===== src/rtl/score_leaderboard_pkg.sv =====
// Shared types and helpers for the score leaderboard: FSM states, the
// no-player ID, the BCD digit check and rank/counter width sizing.
package score_leaderboard_pkg;

  typedef enum logic [1:0] {
    ST_IDLE   = 2'd0,
    ST_INSERT = 2'd1,
    ST_LOOKUP = 2'd2,
    ST_SEND   = 2'd3
  } state_t;

  // Internal ID reserved for "no player"; never ranked
  localparam int unsigned NO_PLAYER = 0;
  localparam int unsigned BCD_MAX   = 9;

  // True when a 4-bit nibble is a legal BCD digit
  function automatic logic digit_ok(input logic [3:0] d);
    return d <= 4'(BCD_MAX);
  endfunction

  // Index width for n items, never less than one bit
  function automatic int unsigned idx_w(input int unsigned n);
    return (n > 1) ? $clog2(n) : 1;
  endfunction

endpackage


===== src/rtl/score_rank_insert.sv =====
// Combinational sorted insert: given the current table and a candidate
// entry, decide whether and where it lands and produce the next table.
module score_rank_insert
  import score_leaderboard_pkg::*;
#(
  parameter int unsigned NUM_ENTRIES = 4,
  parameter int unsigned INT_ID_W    = 3,
  parameter int unsigned DIGITS      = 2
) (
  input  logic [NUM_ENTRIES-1:0]                  valid,
  input  logic [NUM_ENTRIES-1:0][4*DIGITS-1:0]    score,
  input  logic [NUM_ENTRIES-1:0][INT_ID_W-1:0]    id,
  input  logic                                    new_is_guest,
  input  logic [INT_ID_W-1:0]                     new_id,
  input  logic [4*DIGITS-1:0]                     new_score,
  output logic                                    ins_en,
  output logic [NUM_ENTRIES-1:0]                  nxt_valid,
  output logic [NUM_ENTRIES-1:0][4*DIGITS-1:0]    nxt_score,
  output logic [NUM_ENTRIES-1:0][INT_ID_W-1:0]    nxt_id
);

  localparam int unsigned RK_W = idx_w(NUM_ENTRIES);

  logic            eligible;
  logic            found;
  logic [RK_W-1:0] pos;

  // Guests, the no-player ID and malformed BCD are never ranked
  always_comb begin
    eligible = !new_is_guest && (new_id != INT_ID_W'(NO_PLAYER));
    for (int d = 0; d < int'(DIGITS); d++) begin
      if (!digit_ok(new_score[4*d +: 4])) eligible = 1'b0;
    end
  end

  // Highest rank whose slot is empty or not above the new score (ties go above)
  always_comb begin
    found = 1'b0;
    pos   = '0;
    for (int i = int'(NUM_ENTRIES) - 1; i >= 0; i--) begin
      if (!valid[i] || (new_score >= score[i])) begin
        found = 1'b1;
        pos   = RK_W'(i);
      end
    end
  end

  assign ins_en = eligible && found;

  // Entries below the insert point slide down one rank; the last one falls off
  always_comb begin
    for (int i = 0; i < int'(NUM_ENTRIES); i++) begin
      int unsigned up;
      up           = (i > 0) ? i - 1 : 0;
      nxt_valid[i] = valid[i];
      nxt_score[i] = score[i];
      nxt_id[i]    = id[i];
      if (ins_en) begin
        if (i == int'(pos)) begin
          nxt_valid[i] = 1'b1;
          nxt_score[i] = new_score;
          nxt_id[i]    = new_id;
        end else if (i > int'(pos)) begin
          nxt_valid[i] = valid[up];
          nxt_score[i] = score[up];
          nxt_id[i]    = id[up];
        end
      end
    end
  end

endmodule


===== src/rtl/score_leaderboard.sv =====
// Sorted top-N leaderboard of (BCD score, internal ID). Accepts score
// submissions and serves rank reads, fetching the external ID from the
// player-ID store over a fixed-latency lookup port.
module score_leaderboard
  import score_leaderboard_pkg::*;
#(
  parameter int unsigned NUM_ENTRIES = 4,
  parameter int unsigned INT_ID_W    = 3,
  parameter int unsigned DIGITS      = 2,
  parameter int unsigned EXT_ID_W    = 16,
  parameter int unsigned LOOKUP_WAIT = 4
) (
  input  logic                             clk,
  input  logic                             rst,
  input  logic                             clear,
  input  logic                             sub_valid,
  input  logic                             sub_is_guest,
  input  logic [INT_ID_W-1:0]              sub_int_id,
  input  logic [4*DIGITS-1:0]              sub_score,
  output logic                             sub_ack,
  input  logic                             rd_req,
  input  logic [idx_w(NUM_ENTRIES)-1:0]    rd_rank,
  output logic [INT_ID_W-1:0]              lookup_id,
  input  logic [EXT_ID_W-1:0]              lookup_data,
  output logic                             rd_valid,
  output logic [4*DIGITS-1:0]              rd_score,
  output logic [EXT_ID_W-1:0]              rd_ext_id,
  output logic                             busy
);

  localparam int unsigned SC_W    = 4 * DIGITS;
  localparam int unsigned RK_W    = idx_w(NUM_ENTRIES);
  localparam int unsigned RK_SPAN = 1 << RK_W;
  localparam int unsigned CNT_W   = idx_w(LOOKUP_WAIT);

  state_t                             state;
  logic [NUM_ENTRIES-1:0]             valid_q;
  logic [NUM_ENTRIES-1:0][SC_W-1:0]   score_q;
  logic [NUM_ENTRIES-1:0][INT_ID_W-1:0] id_q;

  logic                               new_guest_q;
  logic [INT_ID_W-1:0]                new_id_q;
  logic [SC_W-1:0]                    new_score_q;

  logic [RK_W-1:0]                    rank_q;
  logic [CNT_W-1:0]                   cnt_q;

  logic                               ins_en;
  logic [NUM_ENTRIES-1:0]             nxt_valid;
  logic [NUM_ENTRIES-1:0][SC_W-1:0]   nxt_score;
  logic [NUM_ENTRIES-1:0][INT_ID_W-1:0] nxt_id;

  // Valid bits padded to the full rank range so out-of-range ranks read as empty
  logic [RK_SPAN-1:0]                 valid_span;
  logic                               rank_ok;

  assign valid_span = RK_SPAN'(valid_q);
  assign rank_ok    = valid_span[rd_rank];

  score_rank_insert #(
    .NUM_ENTRIES (NUM_ENTRIES),
    .INT_ID_W    (INT_ID_W),
    .DIGITS      (DIGITS)
  ) u_insert (
    .valid        (valid_q),
    .score        (score_q),
    .id           (id_q),
    .new_is_guest (new_guest_q),
    .new_id       (new_id_q),
    .new_score    (new_score_q),
    .ins_en       (ins_en),
    .nxt_valid    (nxt_valid),
    .nxt_score    (nxt_score),
    .nxt_id       (nxt_id)
  );

  // Control FSM, table registers, lookup counter and registered outputs
  always_ff @(posedge clk or negedge rst) begin
    if (!rst) begin
      state       <= ST_IDLE;
      valid_q     <= '0;
      score_q     <= '0;
      id_q        <= '0;
      new_guest_q <= 1'b0;
      new_id_q    <= '0;
      new_score_q <= '0;
      rank_q      <= '0;
      cnt_q       <= '0;
      sub_ack     <= 1'b0;
      rd_valid    <= 1'b0;
      busy        <= 1'b0;
      lookup_id   <= '0;
      rd_score    <= '0;
      rd_ext_id   <= '0;
    end else begin
      sub_ack  <= 1'b0;
      rd_valid <= 1'b0;
      unique case (state)
        ST_IDLE: begin
          if (clear) begin
            valid_q <= '0;
          end else if (sub_valid) begin
            new_guest_q <= sub_is_guest;
            new_id_q    <= sub_int_id;
            new_score_q <= sub_score;
            sub_ack     <= 1'b1;
            busy        <= 1'b1;
            state       <= ST_INSERT;
          end else if (rd_req) begin
            busy <= 1'b1;
            if (rank_ok) begin
              lookup_id <= id_q[rd_rank];
              rank_q    <= rd_rank;
              cnt_q     <= '0;
              state     <= ST_LOOKUP;
            end else begin
              rd_score  <= '0;
              rd_ext_id <= '0;
              rd_valid  <= 1'b1;
              state     <= ST_SEND;
            end
          end
        end
        ST_INSERT: begin
          if (ins_en) begin
            valid_q <= nxt_valid;
            score_q <= nxt_score;
            id_q    <= nxt_id;
          end
          busy  <= 1'b0;
          state <= ST_IDLE;
        end
        ST_LOOKUP: begin
          if (cnt_q == CNT_W'(LOOKUP_WAIT - 1)) begin
            rd_ext_id <= lookup_data;
            rd_score  <= score_q[rank_q];
            rd_valid  <= 1'b1;
            state     <= ST_SEND;
          end else begin
            cnt_q <= cnt_q + 1'b1;
          end
        end
        ST_SEND: begin
          busy  <= 1'b0;
          state <= ST_IDLE;
        end
        default: begin
          busy  <= 1'b0;
          state <= ST_IDLE;
        end
      endcase
    end
  end

endmodule


===== config.mk =====
export PLATFORM = sky130hd
export DESIGN_NAME = score_leaderboard
export DESIGN_NICKNAME = d
export VERILOG_FILES = /design/src/rtl/score_leaderboard_pkg.sv /design/src/rtl/score_rank_insert.sv /design/src/rtl/score_leaderboard.sv
export SDC_FILE = /design/constraint.sdc
export NUM_CORES = 1
export LEC_CHECK = 0
export BUFFER_PORTS_ARGS = -buffer_cell sky130_fd_sc_hd__buf_2
export CORE_MARGIN = 2
export CORE_UTILIZATION = 63
export CTS_CLUSTER_SIZE = 16
export DETAILED_ROUTE_END_ITERATION = 12
export GPL_TIMING_DRIVEN = 0
export PLACE_DENSITY = 0.86
export SYNTH_ARGS = -nofsm -noshare
export SYNTH_HDL_FRONTEND = slang
export SYNTH_SLANG_ARGS = --single-unit

===== constraint.sdc =====
create_clock -name clk -period 3.9 [get_ports clk]
set_input_delay 0.39 -clock clk [delete_from_list [all_inputs] [get_ports clk]]
set_output_delay 0.39 -clock clk [all_outputs]
set_load 0.01 [all_outputs]

# Word-level counts from Yosys, hierarchy flattened
# Index checks and enable logic that the tools add are counted.
dict set report classes {
  n_addsub 1
  order_cmp 11
  n_eq_ne 21
  n_mux 75
  n_bitwise 2
  reduce_logical 35
}
# op count
set ops {}
lappend ops {{8-bit two-way mux} 12}
lappend ops {{16-bit two-way mux} 5}
lappend ops {{8-bit >= comparator} 4}
lappend ops {{16-bit one-hot mux with 2 select lines} 1}
lappend ops {{1-bit two-way mux} 26}
lappend ops {{2-bit two-way mux} 13}
lappend ops {{3-bit two-way mux} 7}
lappend ops {{3-bit AND reduction} 7}
lappend ops {{2-bit inequality test, second input constant} 9}
lappend ops {{8-bit binary-select mux with 2-bit select} 1}
lappend ops {{8-bit one-hot mux with 2 select lines} 1}
lappend ops {{4-bit AND reduction} 4}
lappend ops {{6-bit AND reduction} 2}
lappend ops {{2-bit nonzero test} 6}
lappend ops {{3-bit by 1-bit inequality test with 1-bit output, second input constant} 3}
lappend ops {{4-bit <= comparator, second input constant} 2}
lappend ops {{4-bit two-way mux} 2}
lappend ops {{4-bit one-hot mux with 2 select lines} 1}
lappend ops {{3-bit binary-select mux with 2-bit select} 1}
lappend ops {{2-bit equality test, second input constant} 3}
lappend ops {{2-bit by 3-bit less-than comparator with 1-bit output, second input constant} 2}
lappend ops {{2-bit one-hot mux with 3 select lines} 1}
lappend ops {{1-bit zero test} 5}
lappend ops {{5-bit AND reduction} 1}
lappend ops {{other kinds (17)} 26}
dict set report totals {
  ff_bits 96
  inputBits 35
  wordCells 169
}

# Longest topological paths before layout
# Gate-level depths: netlist of run 1.
dict set report logic_depth {
  depth_word 11
  mapped_depth 11
  depth_no_buf 9
}

# Cells and area by module
# From an unflattened synthesis of run 1, not the netlist that was laid out.
dict set report unflattened {
  hier_cells 522
  hier_area_um2 5791.8
}
# module instances cells_each area_each_um2 seq_area_each_um2
set by_module_without_submodules {}
lappend by_module_without_submodules {score_leaderboard 1 302 4070.2 2402.3}
lappend by_module_without_submodules {score_rank_insert 1 220 1721.7 0.0}

# Least setup slack after synthesis of run 1
# OpenSTA, ideal clock, no wires.
dict set report synth_path {
  path_kind {reg-to-reg}
  from {register new_score_q[2]}
  to {register score_q[30] (netlist name)}
  setup_time_ns 0.137
  arrival_ns 2.265
  required_ns 3.763
  path_slack_ns 1.498
  path_stages_with_launch 10
  period_less_slack_ns 2.402
  cell_sequence {dfrtp_1 -> ha_1 -> a211oi_1 -> o21ai_1 -> a21oi_1 -> o21ai_1 -> or4_4 -> buf_6 -> o22ai_2 -> a21oi_1}
}
dict set report synth_via {
  elab_chain_len 9
  word_cells_on_any_way 25
  cone_classes {order compare (6); eq/ne (1); mux (11); reduce/logical (7)}
}
# element line_no
set synth_lines {}
lappend synth_lines {{start: declaration} score_leaderboard.sv:43} ;# logic [SC_W-1:0] new_score_q;
lappend synth_lines {{start signal: assignment} score_leaderboard.sv:105} ;# new_score_q <= sub_score;
lappend synth_lines {{8-bit >= comparator} score_rank_insert.sv:41} ;# if (!valid[i] || (new_score >= score[i])) begin
lappend synth_lines {{1-bit logical OR} score_rank_insert.sv:41}
lappend synth_lines {{2-bit two-way mux (4 in series)} score_rank_insert.sv:41}
lappend synth_lines {{2-bit greater-than comparator or 1-bit by 2-bit equality test with 1-bit output (tied branches)} {score_rank_insert.sv:63, score_rank_insert.sv:59}}
lappend synth_lines {{2-bit nonzero test (no line)} --}
lappend synth_lines {{3-bit AND reduction (no line)} --}
lappend synth_lines {{end signal: assignment} score_leaderboard.sv:127} ;# score_q <= nxt_score;
lappend synth_lines {{end: declaration} score_leaderboard.sv:38} ;# logic [NUM_ENTRIES-1:0][SC_W-1:0] score_q;
# Parallel ways exist; a longest one is shown, timed or not.
# A chain may end at the register's enable or synchronous reset.

# Worst setup path in the final report of run 1
dict set report layout_path {
  from {register new_score_q[3]}
  to {register score_q[29] (netlist name)}
}
# Same word-level chain as after synthesis.

==> results of run 1 <==
-- flip-flops by register name, indices dropped and copies added, names as in the netlist --
name,flops
rd_valid,1
new_id_q,3
rd_score,8
new_guest_q,1
cnt_q,2
rd_ext_id,16
sub_ack,1
score_q,32
rank_q,2
valid_q,4
state,2
new_score_q,8
busy,1
lookup_id,3
id_q,12
-- routing by layer --
metal  routed length (um)  global-route usage, %  share of wire, %
met4                  452                   11.4               3.7
met2                 5860                   50.1                48
met1                 5170                   39.2                42
met3                  808                   4.82               6.6
met5                    0                      0                 0
-- area by class of cell --
class / instances / area share [%]
Timing Repair Buffer: 66 / 6.26
Buffer: 25 / 1.96
Sequential cell: 96 / 41.7
Multi-Input combinational cell: 327 / 42.0
Inverter: 35 / 2.28
Clock buffer: 9 / 2.15
Tap cell: 102 / 2.22
Clock inverter: 7 / 1.37
-- final timing paths --
path	from	endpoint	cells after the start
max in group asynchronous	rst	id_q[3]$_DFFE_PN0P_	3
hold reg to reg	rd_ext_id[0]$_DFFE_PN0P_	rd_ext_id[0]$_DFFE_PN0P_	2
min in group asynchronous	rst	rd_score[1]$_DFFE_PN0P_	2
setup reg to reg	new_score_q[3]$_DFFE_PN0P_	score_q[29]$_DFFE_PN0P_	9
hold / removal	sub_score[0]	new_score_q[0]$_DFFE_PN0P_	3
setup / recovery	new_score_q[3]$_DFFE_PN0P_	score_q[29]$_DFFE_PN0P_	9
-- Yosys cell counts, types with 9 or more instances --
cell type,count
ha_1,33
o22ai_1,14
mux4_2,12
dfrtp_1,96
buf_2,9
a2bb2oi_1,11
clkbuf_1,13
nand2_1,78
a21oi_1,18
o21ai_0,25
mux2_2,20
o22ai_2,10
nand3_1,29
inv_1,34
nor2_1,16
-- tightest hold or removal path, cell delays in order --
cell	delay, ns
buf_2	0.08
nand2_1	0.03
o21ai_0	0.06
-- logic make-up after synthesis --
family / count (synthesis) / synth area share, %
muxes: 40 / 11.4
buffers and inverters: 60 / 4.82
AOI/OAI and AO/OA: 109 / 15.3
and+or+nand+nor: 145 / 12.9
adders and majority gates: 33 / 8.15
DFF: 96 / 47.4
-- power groups by stage --
stage	logic [mW]	registers, mW	clock network, mW
finish	1.95	1.85	0.678
global route	2.19	1.90	0.721
CTS	1.95	1.83	0.686
detailed placement	1.92	1.85	0
global placement	1.83	1.82	0
floorplan	1.39	1.76	0
-- metrics by stage --
stage                     setup WS [ns]  total power [mW]
after floorplan                    1.50              3.15
after global placement             1.09              3.65
after detailed placement           1.03              3.77
after CTS                          1.01              4.46
after global routing              0.819              4.81
final                             0.945              4.47
==> metrics.md, run 1 <==
| Metric | Value |
|---|---|
| Mapped cell area | `5060 um2` |
| Dpl hpwl | `8.73 mm` |
| Worst path cell trace | `ha_1 > a211oi_1 > o21ai_1 > a221oi_2 > inv_1 > o41a_1 > buf_2 > nor2_1 > a21oi_1` |
| Share of cells above drive strength 1 | `24.8%` |
| Placer Congestion | `0.941` |
| Combinational fraction of design power | `43.6%` |
| Largest net degree at the start of global routing | `59` |
| Worst slew pin tran | `1.36 ns` |
| DIE HEIGHT | `93.7 um` |
| Peak Freq | `0.338 GHz` |
| Worst EP arrival | `3.19 ns` |
| Placed cell area | `5540 um2` |
| Commonest non-fill, non-tap cells in the layout | `dfrtp_1, nand2_1, buf_2` |
| Worst hold margin | `0.230 ns` |
| Total Nets Final | `628` |
| Final Util | `74.1%` |
| Synth top area share | `47.4%` |
| Area growth from synthesis to layout | `13.6%` |
| Post-synthesis register bit count | `96` |
| Cell taking the most area after synthesis | `dfrtp_1` |
| Htree depth | `3` |
| Final wirelength | `12.3 mm` |
| I/O pins | `65` |
| Initial DRT Pass Iterations | `4` |
| TritonCTS clock tree | `yes` |
| Max Slew Vio Count | `0` |
| Crit path kind | `reg2reg` |
| CP Capture Type | `flip-flop` |
| Die area | `8770 um2` |
| Footprint of the multi-input gates | `2420 um2` |
| Net count after synthesis | `551` |
| RSZ-0062 raised after global routing | `false` |
| Clock Sinks | `96` |
| Hold Crit Class | `in2reg` |
| Sw Share | `41.0%` |
| NetSw | `1.83 mW` |
| Post_cts resized | `0` |
| Clk_skew | `0.0108 ns` |
| Slowest-stage cell, CP | `dfrtp_1` |
| Worst VDD drop | `0.434 mV` |
| Gate Count Post-Synth | `483` |
| Startpoint types | `flip-flop` |
| Iter 0 DRT Violations | `254` |
| Tmin final | `2.95 ns` |
| CTS buffer count | `9` |
| Final Non-Filler Cells | `667` |
| Post-CTS Hold Fix Bufs | `1` |
| CP top delay family | `compound AO/OA/AOI/OAI gates` |
| Cell variety after synth | `49` |
| Syn avg cell area | `10.5 um2` |
| Worst relative slew slack | `7.86%` |
| First-pass GRT wire length | `19.8 mm` |
| CTS Buffer Depth | `2` |
| Crit path buffers/inverters | `2` |
| Status | `completed` |
| Vias | `4012` |
| Ant diodes | `0` |
| Final Hold Vio Count | `0` |
| Port bufs | `64` |
| DR WL/cell | `18.4 um` |
| Fillcell total | `549` |
| Die width | `93.7 um` |
| FF+latch area | `2400 um2` |
| Final setup vio count | `0` |
| Via-per-instance ratio | `6.01` |
| Worst-path clk slew | `0.10 ns` |
| Area of the core | `7770 um2` |
| Register area share after synthesis | `47.4%` |
| Clock Tree Root | `clkbuf_8` |
| Worst path max stage delay | `0.58 ns` |
| Number of global-route vias before repair | `3984` |
| Seq pwr share | `41.3%` |
| FFs w/ async S/R, synth | `100%` |
| YS warnings | `0` |
| Max cap viols | `0` |
| Maximum fanout along the worst path | `10` |
| Post-route cell area | `5760 um2` |
| Clk pwr share | `15.2%` |
| Initial antenna violation count | `0` |
| Worst skew pair latency | `0.37 ns` |
| Worst Path Required | `4.13 ns` |
| Remaining Overflow, GRT | `0` |
| Cell Int Power | `2.64 mW` |
| Commonest non-fill, non-tap cell in the layout | `dfrtp_1` |
| DRC viols | `0` |
| Post-Route Setup TNS | `0 ns` |
| Rows | `32` |
| Reg2Reg Setup Slack | `0.95 ns` |
| Dominant synthesized flop cell | `dfrtp_1` |
| Starting Density | `65.2%` |
| Power density cells | `777 nW/um2` |
| Postcts setup bufs | `0` |
| Placed Cells | `650` |
| Final ANT Viol Nets | `0` |
| Synth area leaders | `dfrtp_1, ha_1, nand2_1, mux4_2, mux2_2` |
| Tot GR Track Use | `29.8%` |
| Post-synth EDFFs | `0` |
| Period utilization | `75.8%` |
| Leak pwr | `2.87 nW` |
No activity file was read; power rests on OpenSTA's default activity.
==> run 2: changes to the inputs <==
CORE_UTILIZATION = 52   (was 63)
PLACE_DENSITY = 0.76   (was 0.86)
clock period = 2.6 ns   (was 3.9 ns; I/O delays follow)
==> run 2 against run 1 <==
  * First-iteration DRC count is 8.7% lower
  * Non-clock buffer count is 22 higher
  * Total power is 59% higher
  * Design area is 6.0% higher
  * Clock power is 41% higher
  * Count of clock-buffer cells in the layout stayed put
  * Combinational power is 76% higher
  * Wire length is 5.6% higher
  * Register-to-register slack worse by 0.94 ns
  * Utilization is 11 points lower
  * Critical path depth is 1 higher
==> metrics.md, run 2 (synthesis gave the netlist of run 1 again) <==
| Metric | Value |
|---|---|
| Status | `completed` |
| Worst EP arrival | `2.82 ns (-0.37 ns)` |
| Largest net degree at the start of global routing | `50 (-15%)` |
| CP top delay family | `compound AO/OA/AOI/OAI gates` |
| Number of global-route vias before repair | `3902 (-2.1%)` |
| Fillcell total | `790 (+44%)` |
| Hold Crit Class | `in2reg` |
| Ant diodes | `0 (unchanged)` |
| DRC viols | `0 (unchanged)` |
| Register with the most flip-flops | `score_q` |
| Leak pwr | `3.01 nW (+4.8%)` |
| Worst VDD drop | `0.599 mV (+38%)` |
| Worst path cell trace | `buf_4 > ha_1 > o211ai_1 > o21ai_2 > a221oi_2 > inv_1 > o41a_1 > buf_6 > nor2_1 > a21oi_1` |
| Largest regs | `score_q: 32 flops, rd_ext_id: 16 flops, id_q: 12 flops` |
| Port bufs | `64 (unchanged)` |
| TritonCTS clock tree | `yes` |
| Remaining Overflow, GRT | `0 (unchanged)` |
| Tot GR Track Use | `24.9% (-4.9 points)` |
| FF+latch area | `2410 um2 (+0.36%)` |
| Seq pwr share | `38.4% (-2.9 points)` |
| Slowest-stage cell, CP | `o41a_1` |
| Worst Path Required | `2.83 ns (-1.30 ns)` |
| Area of the core | `9590 um2 (+24%)` |
| Sw Share | `41.6% (+0.59 points)` |
| CTS Buffer Depth | `2 (unchanged)` |
| Max cap viols | `0 (unchanged)` |
| NetSw | `2.96 mW (+62%)` |
| Crit path kind | `reg2reg` |
| Worst hold margin | `0.0801 ns (-0.150 ns)` |
| Period utilization | `99.7% (+24 points)` |
| Clock Sinks | `96 (unchanged)` |
| Via-per-instance ratio | `5.77 (-4.1%)` |
| Cell Int Power | `4.17 mW (+58%)` |
| Worst-path clk slew | `0.11 ns (about the same)` |
| CP Capture Type | `flip-flop` |
| Placed Cells | `681 (+4.8%)` |
| First-pass GRT wire length | `19.8 mm (-0.35%)` |
| Clock Tree Root | `clkbuf_8` |
| Die area | `10500 um2 (+20%)` |
| Final wirelength | `13.0 mm (+5.6%)` |
| Post-Route Setup TNS | `0 ns (unchanged)` |
| Power density cells | `1170 nW/um2 (+50%)` |
| Iter 0 DRT Violations | `232 (-8.7%)` |
| Area growth from synthesis to layout | `20.4%` |
| Peak Freq | `0.386 GHz (+14%)` |
| CTS buffer count | `9 (unchanged)` |
| Tmin final | `2.59 ns (-0.364 ns)` |
| DR WL/cell | `18.0 um (-2.2%)` |
| Placer Congestion | `0.907 (-3.6%)` |
| Commonest non-fill, non-tap cell in the layout | `dfrtp_1` |
| Maximum fanout along the worst path | `10 (unchanged)` |
| Htree depth | `3 (unchanged)` |
| Power Total | `7.13 mW (+59%)` |
| Rows | `36 (+13%)` |
| Footprint of the multi-input gates | `2520 um2 (+4.0%)` |
| Die width | `103 um (+9.6%)` |
| I/O pins | `65 (unchanged)` |
| Combinational fraction of design power | `48.2% (+4.6 points)` |
| Clk_skew | `0.0203 ns (+0.00951 ns)` |
| RSZ-0062 raised after global routing | `true` |
| Starting Density | `52.8% (-12 points)` |
| Worst path max stage delay | `0.47 ns (-0.11 ns)` |
| Worst slew pin tran | `0.883 ns (-0.480 ns)` |
| Max Slew Vio Count | `0 (unchanged)` |
| DIE HEIGHT | `103 um (+9.6%)` |
| Vias | `4152 (+3.5%)` |
| Share of cells above drive strength 1 | `32.5% (+7.8 points)` |
| Total Nets Final | `650 (+3.5%)` |
| Dpl hpwl | `8.64 mm (-1.0%)` |
| Largest register FFs | `32 (unchanged)` |
| Worst relative slew slack | `41.1% (+33 points)` |
| Initial DRT Pass Iterations | `5 (+1)` |
| Worst skew pair latency | `0.38 ns (about the same)` |
| Crit path buffers/inverters | `3 (+1)` |
| Final Util | `63.6% (-11 points)` |
| Final Hold Vio Count | `0 (unchanged)` |
| Startpoint types | `flip-flop` |
| Commonest non-fill, non-tap cells in the layout | `dfrtp_1, nand2_1, buf_2` |
| Clk pwr share | `13.4% (-1.8 points)` |
| Final Non-Filler Cells | `720 (+7.9%)` |
| Final ANT Viol Nets | `0 (unchanged)` |
| Final setup vio count | `0 (unchanged)` |
| Initial antenna violation count | `0 (unchanged)` |
## run 2: worst paths after layout
kind / startpoint / slack, ns / depth (start not counted) / end
min reg2reg: rd_ext_id[3]$_DFFE_PN0P_ / 0.47 / 2 / rd_ext_id[3]$_DFFE_PN0P_
max: new_score_q[1]$_DFFE_PN0P_ / 0.009 / 10 / score_q[27]$_DFFE_PN0P_
min in group asynchronous: rst / 0.44 / 2 / rd_ext_id[9]$_DFFE_PN0P_
max in group asynchronous: rst / 1.48 / 3 / new_score_q[7]$_DFFE_PN0P_
max reg2reg: new_score_q[1]$_DFFE_PN0P_ / 0.009 / 10 / score_q[27]$_DFFE_PN0P_
min: sub_valid / 0.08 / 2 / state[1]$_DFFE_PN0P_
## run 2: area by class of cell
cell class	instances	share of cell area, %
Buffer	24	2.26
Clock buffer	9	2.03
Clock inverter	7	1.03
Inverter	35	2.19
Multi-Input combinational cell	327	41.3
Sequential cell	96	39.5
Tap cell	133	2.73
Timing Repair Buffer	89	8.98
## run 2: metrics by stage
step           setup WS (ns)  area, um2
6_report             0.00867       6100
5_1_grt               -0.136       6100
4_1_cts             0.000449       5850
3_5_place_dp          -0.275       5580
3_3_place_gp          -0.250       5550
2_1_floorplan          0.198       5060
## run 2: metal layers
layer	track usage, %	wire [um]	vias up
met4	12.3	446	0
met1	35.1	5710	2034
met5	0	0	-
met3	3.86	812	33
met2	37.8	6010	154
li1	-	-	1931
## run 2: timing repair
action,CTS,global route
resized for setup,10,32
buffers inserted,8,14
hold buffers,1,0
setup endpoints to repair,45,51
gates cloned,0,1
pin swaps,3,9
endpoints found under the hold margin,48,0
## run 2: power by group through the flow
stage / Combinational (mW) / Sequential (mW) / Clock (mW)
after global placement: 2.75 / 2.75 / 0
after floorplan: 2.08 / 2.65 / 0
after global routing: 3.85 / 2.81 / 1.04
after CTS: 3.01 / 2.73 / 0.972
after detailed placement: 2.88 / 2.77 / 0
final: 3.44 / 2.74 / 0.956
## run 2: worst register-to-register path: stages (launching register included)
cell	delay, ns
dfrtp_2	0.46
buf_4	0.15
ha_1	0.27
o211ai_1	0.20
o21ai_2	0.11
a221oi_2	0.37
inv_1	0.07
o41a_1	0.47
buf_6	0.17
nor2_1	0.11
a21oi_1	0.06
==> run 3: changes to the inputs <==
SETUP_SLACK_MARGIN = 0.02   (was not set)
==> run 3 against run 2 <==
  * Flip-flop and latch count unchanged
  * Clock power about the same
  * Global-route usage up 0.33 points
  * Largest power group unchanged
  * Highest routed layer unchanged
  * Sequential power about the same
  * Design area down 0.64%
  * Clock skew about the same
  * Die area unchanged
  * Cell count down 0.56%
  * Sequential share of layout area up 0.25 points
  * Maximum frequency down 0.24%
==> metrics.md, run 3 (synthesis gave the netlist of run 1 again) <==
| Metric | Value |
|---|---|
| Status | `completed` |
| DRC viols | `0 (unchanged)` |
| I/O pins | `65 (unchanged)` |
| Largest regs | `score_q: 32 flops, rd_ext_id: 16 flops, id_q: 12 flops` |
| CP Capture Type | `flip-flop` |
| Worst Hold Launch | `sub_valid` |
| Final Util | `63.2% (-0.40 points)` |
| CTS buffer count | `9 (unchanged)` |
| Max cap viols | `0 (unchanged)` |
| Clk_skew | `0.0206 ns (+0.000320 ns)` |
| First-pass GRT wire length | `20.0 mm (+1.2%)` |
| FF-to-FF Start | `new_score_q[3]$_DFFE_PN0P_` |
| Min-Delay Path Depth | `2 (unchanged)` |
| Die area | `10500 um2 (unchanged)` |
| Tmin final | `2.60 ns (+0.00612 ns)` |
| Remaining Overflow, GRT | `0 (unchanged)` |
| Clock Tree Root | `clkbuf_8` |
| Final wirelength | `12.8 mm (-1.2%)` |
| Worst Path Required | `2.83 ns (about the same)` |
| Peak Freq | `0.385 GHz (-0.24%)` |
| Register with the most flip-flops | `score_q` |
| Crit path kind | `reg2reg` |
| Total Nets Final | `646 (-0.62%)` |
| Worst relative slew slack | `42.2% (+1.1 points)` |
| Worst slew pin tran | `0.867 ns (-0.0168 ns)` |
| Startpoint types | `flip-flop` |
| Fillcell total | `792 (+0.25%)` |
| Hold Crit Class | `in2reg` |
| Reg2Reg Setup Slack | `0.003 ns (about the same)` |
| Placer Congestion | `0.907 (unchanged)` |
| Iter 0 DRT Violations | `227 (-2.2%)` |
| Clock Sinks | `96 (unchanged)` |
| Area of the core | `9590 um2 (unchanged)` |
| Initial DRT Pass Iterations | `4 (-1)` |
| TritonCTS clock tree | `yes` |
| Die width | `103 um (unchanged)` |
| R2R depth | `9 (-1)` |
| Starting Density | `52.8% (unchanged)` |
| Via-per-instance ratio | `5.79 (+0.34%)` |
| RSZ-0062 raised after global routing | `true` |
| Final setup vio count | `0 (unchanged)` |
| Final ANT Viol Nets | `0 (unchanged)` |
| Initial antenna violation count | `0 (unchanged)` |
| Dpl hpwl | `8.64 mm (unchanged)` |
| Share of cells above drive strength 1 | `31.9% (-0.63 points)` |
| Power Total | `7.11 mW (-0.33%)` |
| Worst EP arrival | `2.83 ns (about the same)` |
| Power density cells | `1170 nW/um2 (+0.31%)` |
| Worst skew pair latency | `0.39 ns (about the same)` |
| Max Slew Vio Count | `0 (unchanged)` |
| Largest net degree at the start of global routing | `50 (unchanged)` |
| Worst-path clk slew | `0.11 ns (about the same)` |
| Worst R2R End | `score_q[24]$_DFFE_PN0P_` |
| Tot GR Track Use | `25.2% (+0.33 points)` |
| CTS Buffer Depth | `2 (unchanged)` |
| DR WL/cell | `17.9 um (-0.61%)` |
| Port bufs | `64 (unchanged)` |
| Rows | `36 (unchanged)` |
| Final Hold Vio Count | `0 (unchanged)` |
| Leak pwr | `2.98 nW (-0.95%)` |
| WHS Endpoint | `state[1]$_DFFE_PN0P_` |
| Ant diodes | `0 (unchanged)` |
| Area growth from synthesis to layout | `19.7%` |
| Number of global-route vias before repair | `4001 (+2.5%)` |
| Vias | `4143 (-0.22%)` |
| Maximum fanout along the worst path | `10 (unchanged)` |
| Largest register FFs | `32 (unchanged)` |
| Commonest non-fill, non-tap cells in the layout | `dfrtp_1, nand2_1, buf_2` |
| DIE HEIGHT | `103 um (unchanged)` |
| Commonest non-fill, non-tap cell in the layout | `dfrtp_1` |
| Htree depth | `3 (unchanged)` |
| Worst VDD drop | `0.635 mV (+6.0%)` |
| Period utilization | `99.9% (+0.24 points)` |
-- run 3: cell count changes in the layout (fill, tap and decap cells not counted), moves of 2 or more --
| cell | before | now |
|---|---|---|
| buf_2 | 68 | 70 |
| clkbuf_4 | 2 | 0 |
| clkbuf_2 | 6 | 4 |
| buf_6 | 1 | 3 |
| buf_4 | 23 | 19 |
-- run 3: layout make-up --
class                   instances  area (um2)  area share [%]
plain buffers                  24         131            2.17
clock buffers                   9         124            2.04
clock inverters                 7        62.6            1.03
inverters                      35         131            2.17
multi-input cells             327        2520            41.6
flip-flops and latches         96        2410            39.8
well taps                     133         166            2.75
repair buffers                 85         510            8.42
-- run 3: how the worst max path moves through the flow --
stage	start	slack (ns)	depth (start not counted)	to
floorplan	new_score_q[2]$_DFFE_PN0P_	0.20	9	score_q[30]$_DFFE_PN0P_
detailed placement	new_score_q[2]$_DFFE_PN0P_	-0.28	9	score_q[30]$_DFFE_PN0P_
finish	new_score_q[3]$_DFFE_PN0P_	0.003	9	score_q[24]$_DFFE_PN0P_
global placement	new_score_q[0]$_DFFE_PN0P_	-0.25	10	id_q[11]$_DFFE_PN0P_
CTS	new_score_q[3]$_DFFE_PN0P_	0.01	10	score_q[30]$_DFFE_PN0P_
global route	score_q[19]$_DFFE_PN0P_	-0.09	9	score_q[30]$_DFFE_PN0P_
-- run 3: power by group --
group          leakage (nW)  switching, mW  total, mW  internal [mW]
clock                0.0927          0.586      0.954          0.368
sequential             1.21          0.617       2.73           2.11
combinational          1.67           1.75       3.43           1.68
total                  2.98           2.95       7.11           4.16
-- run 3: critical path, stage by stage, from the launching register on --
cell	delay [ns]
dfrtp_2	0.46
buf_4	0.16
ha_4	0.21
a22o_1	0.21
o41ai_4	0.32
nand2_2	0.15
or4_4	0.57
buf_12	0.18
o22ai_2	0.11
a21oi_1	0.09
-- run 3: timing repair --
item | 4_1_cts | 5_1_grt
gates cloned | 0 | 0
setup buffers | 14 | 5
hold buffers | 1 | 0
pin swaps | 5 | 6
resized for setup | 18 | 20
endpoints found under the setup margin | 47 | 39
endpoints found under the hold margin | 48 | 0
-- run 3: routing by layer --
layer	part of all wire [%]	track usage, %	wire length (um)	vias to the layer above
met1	44	35.2	5650	2036
li1	-	-	-	1911
met4	3.3	12.9	424	0
met2	47	38.5	5970	158
met5	0	0	0	-
met3	6.1	4.00	785	38
-- run 3: per-stage QoR --
| stage | setup WS (ns) | instances | hold WS [ns] | TNS [ns] | cell area, um2 |
|---|---|---|---|---|---|
| floorplan | 0.198 | 483 | -0.0356 | 0 | 5060 |
| global placement | -0.250 | 680 | 0.445 | -5.31 | 5550 |
| detailed placement | -0.275 | 681 | 0.330 | -7.67 | 5580 |
| CTS | 0.0141 | 711 | 0.0698 | 0 | 5940 |
| global route | -0.0863 | 716 | 0.0756 | -1.39 | 6060 |
| finish | 0.00255 | 716 | 0.0748 | 0 | 6060 |
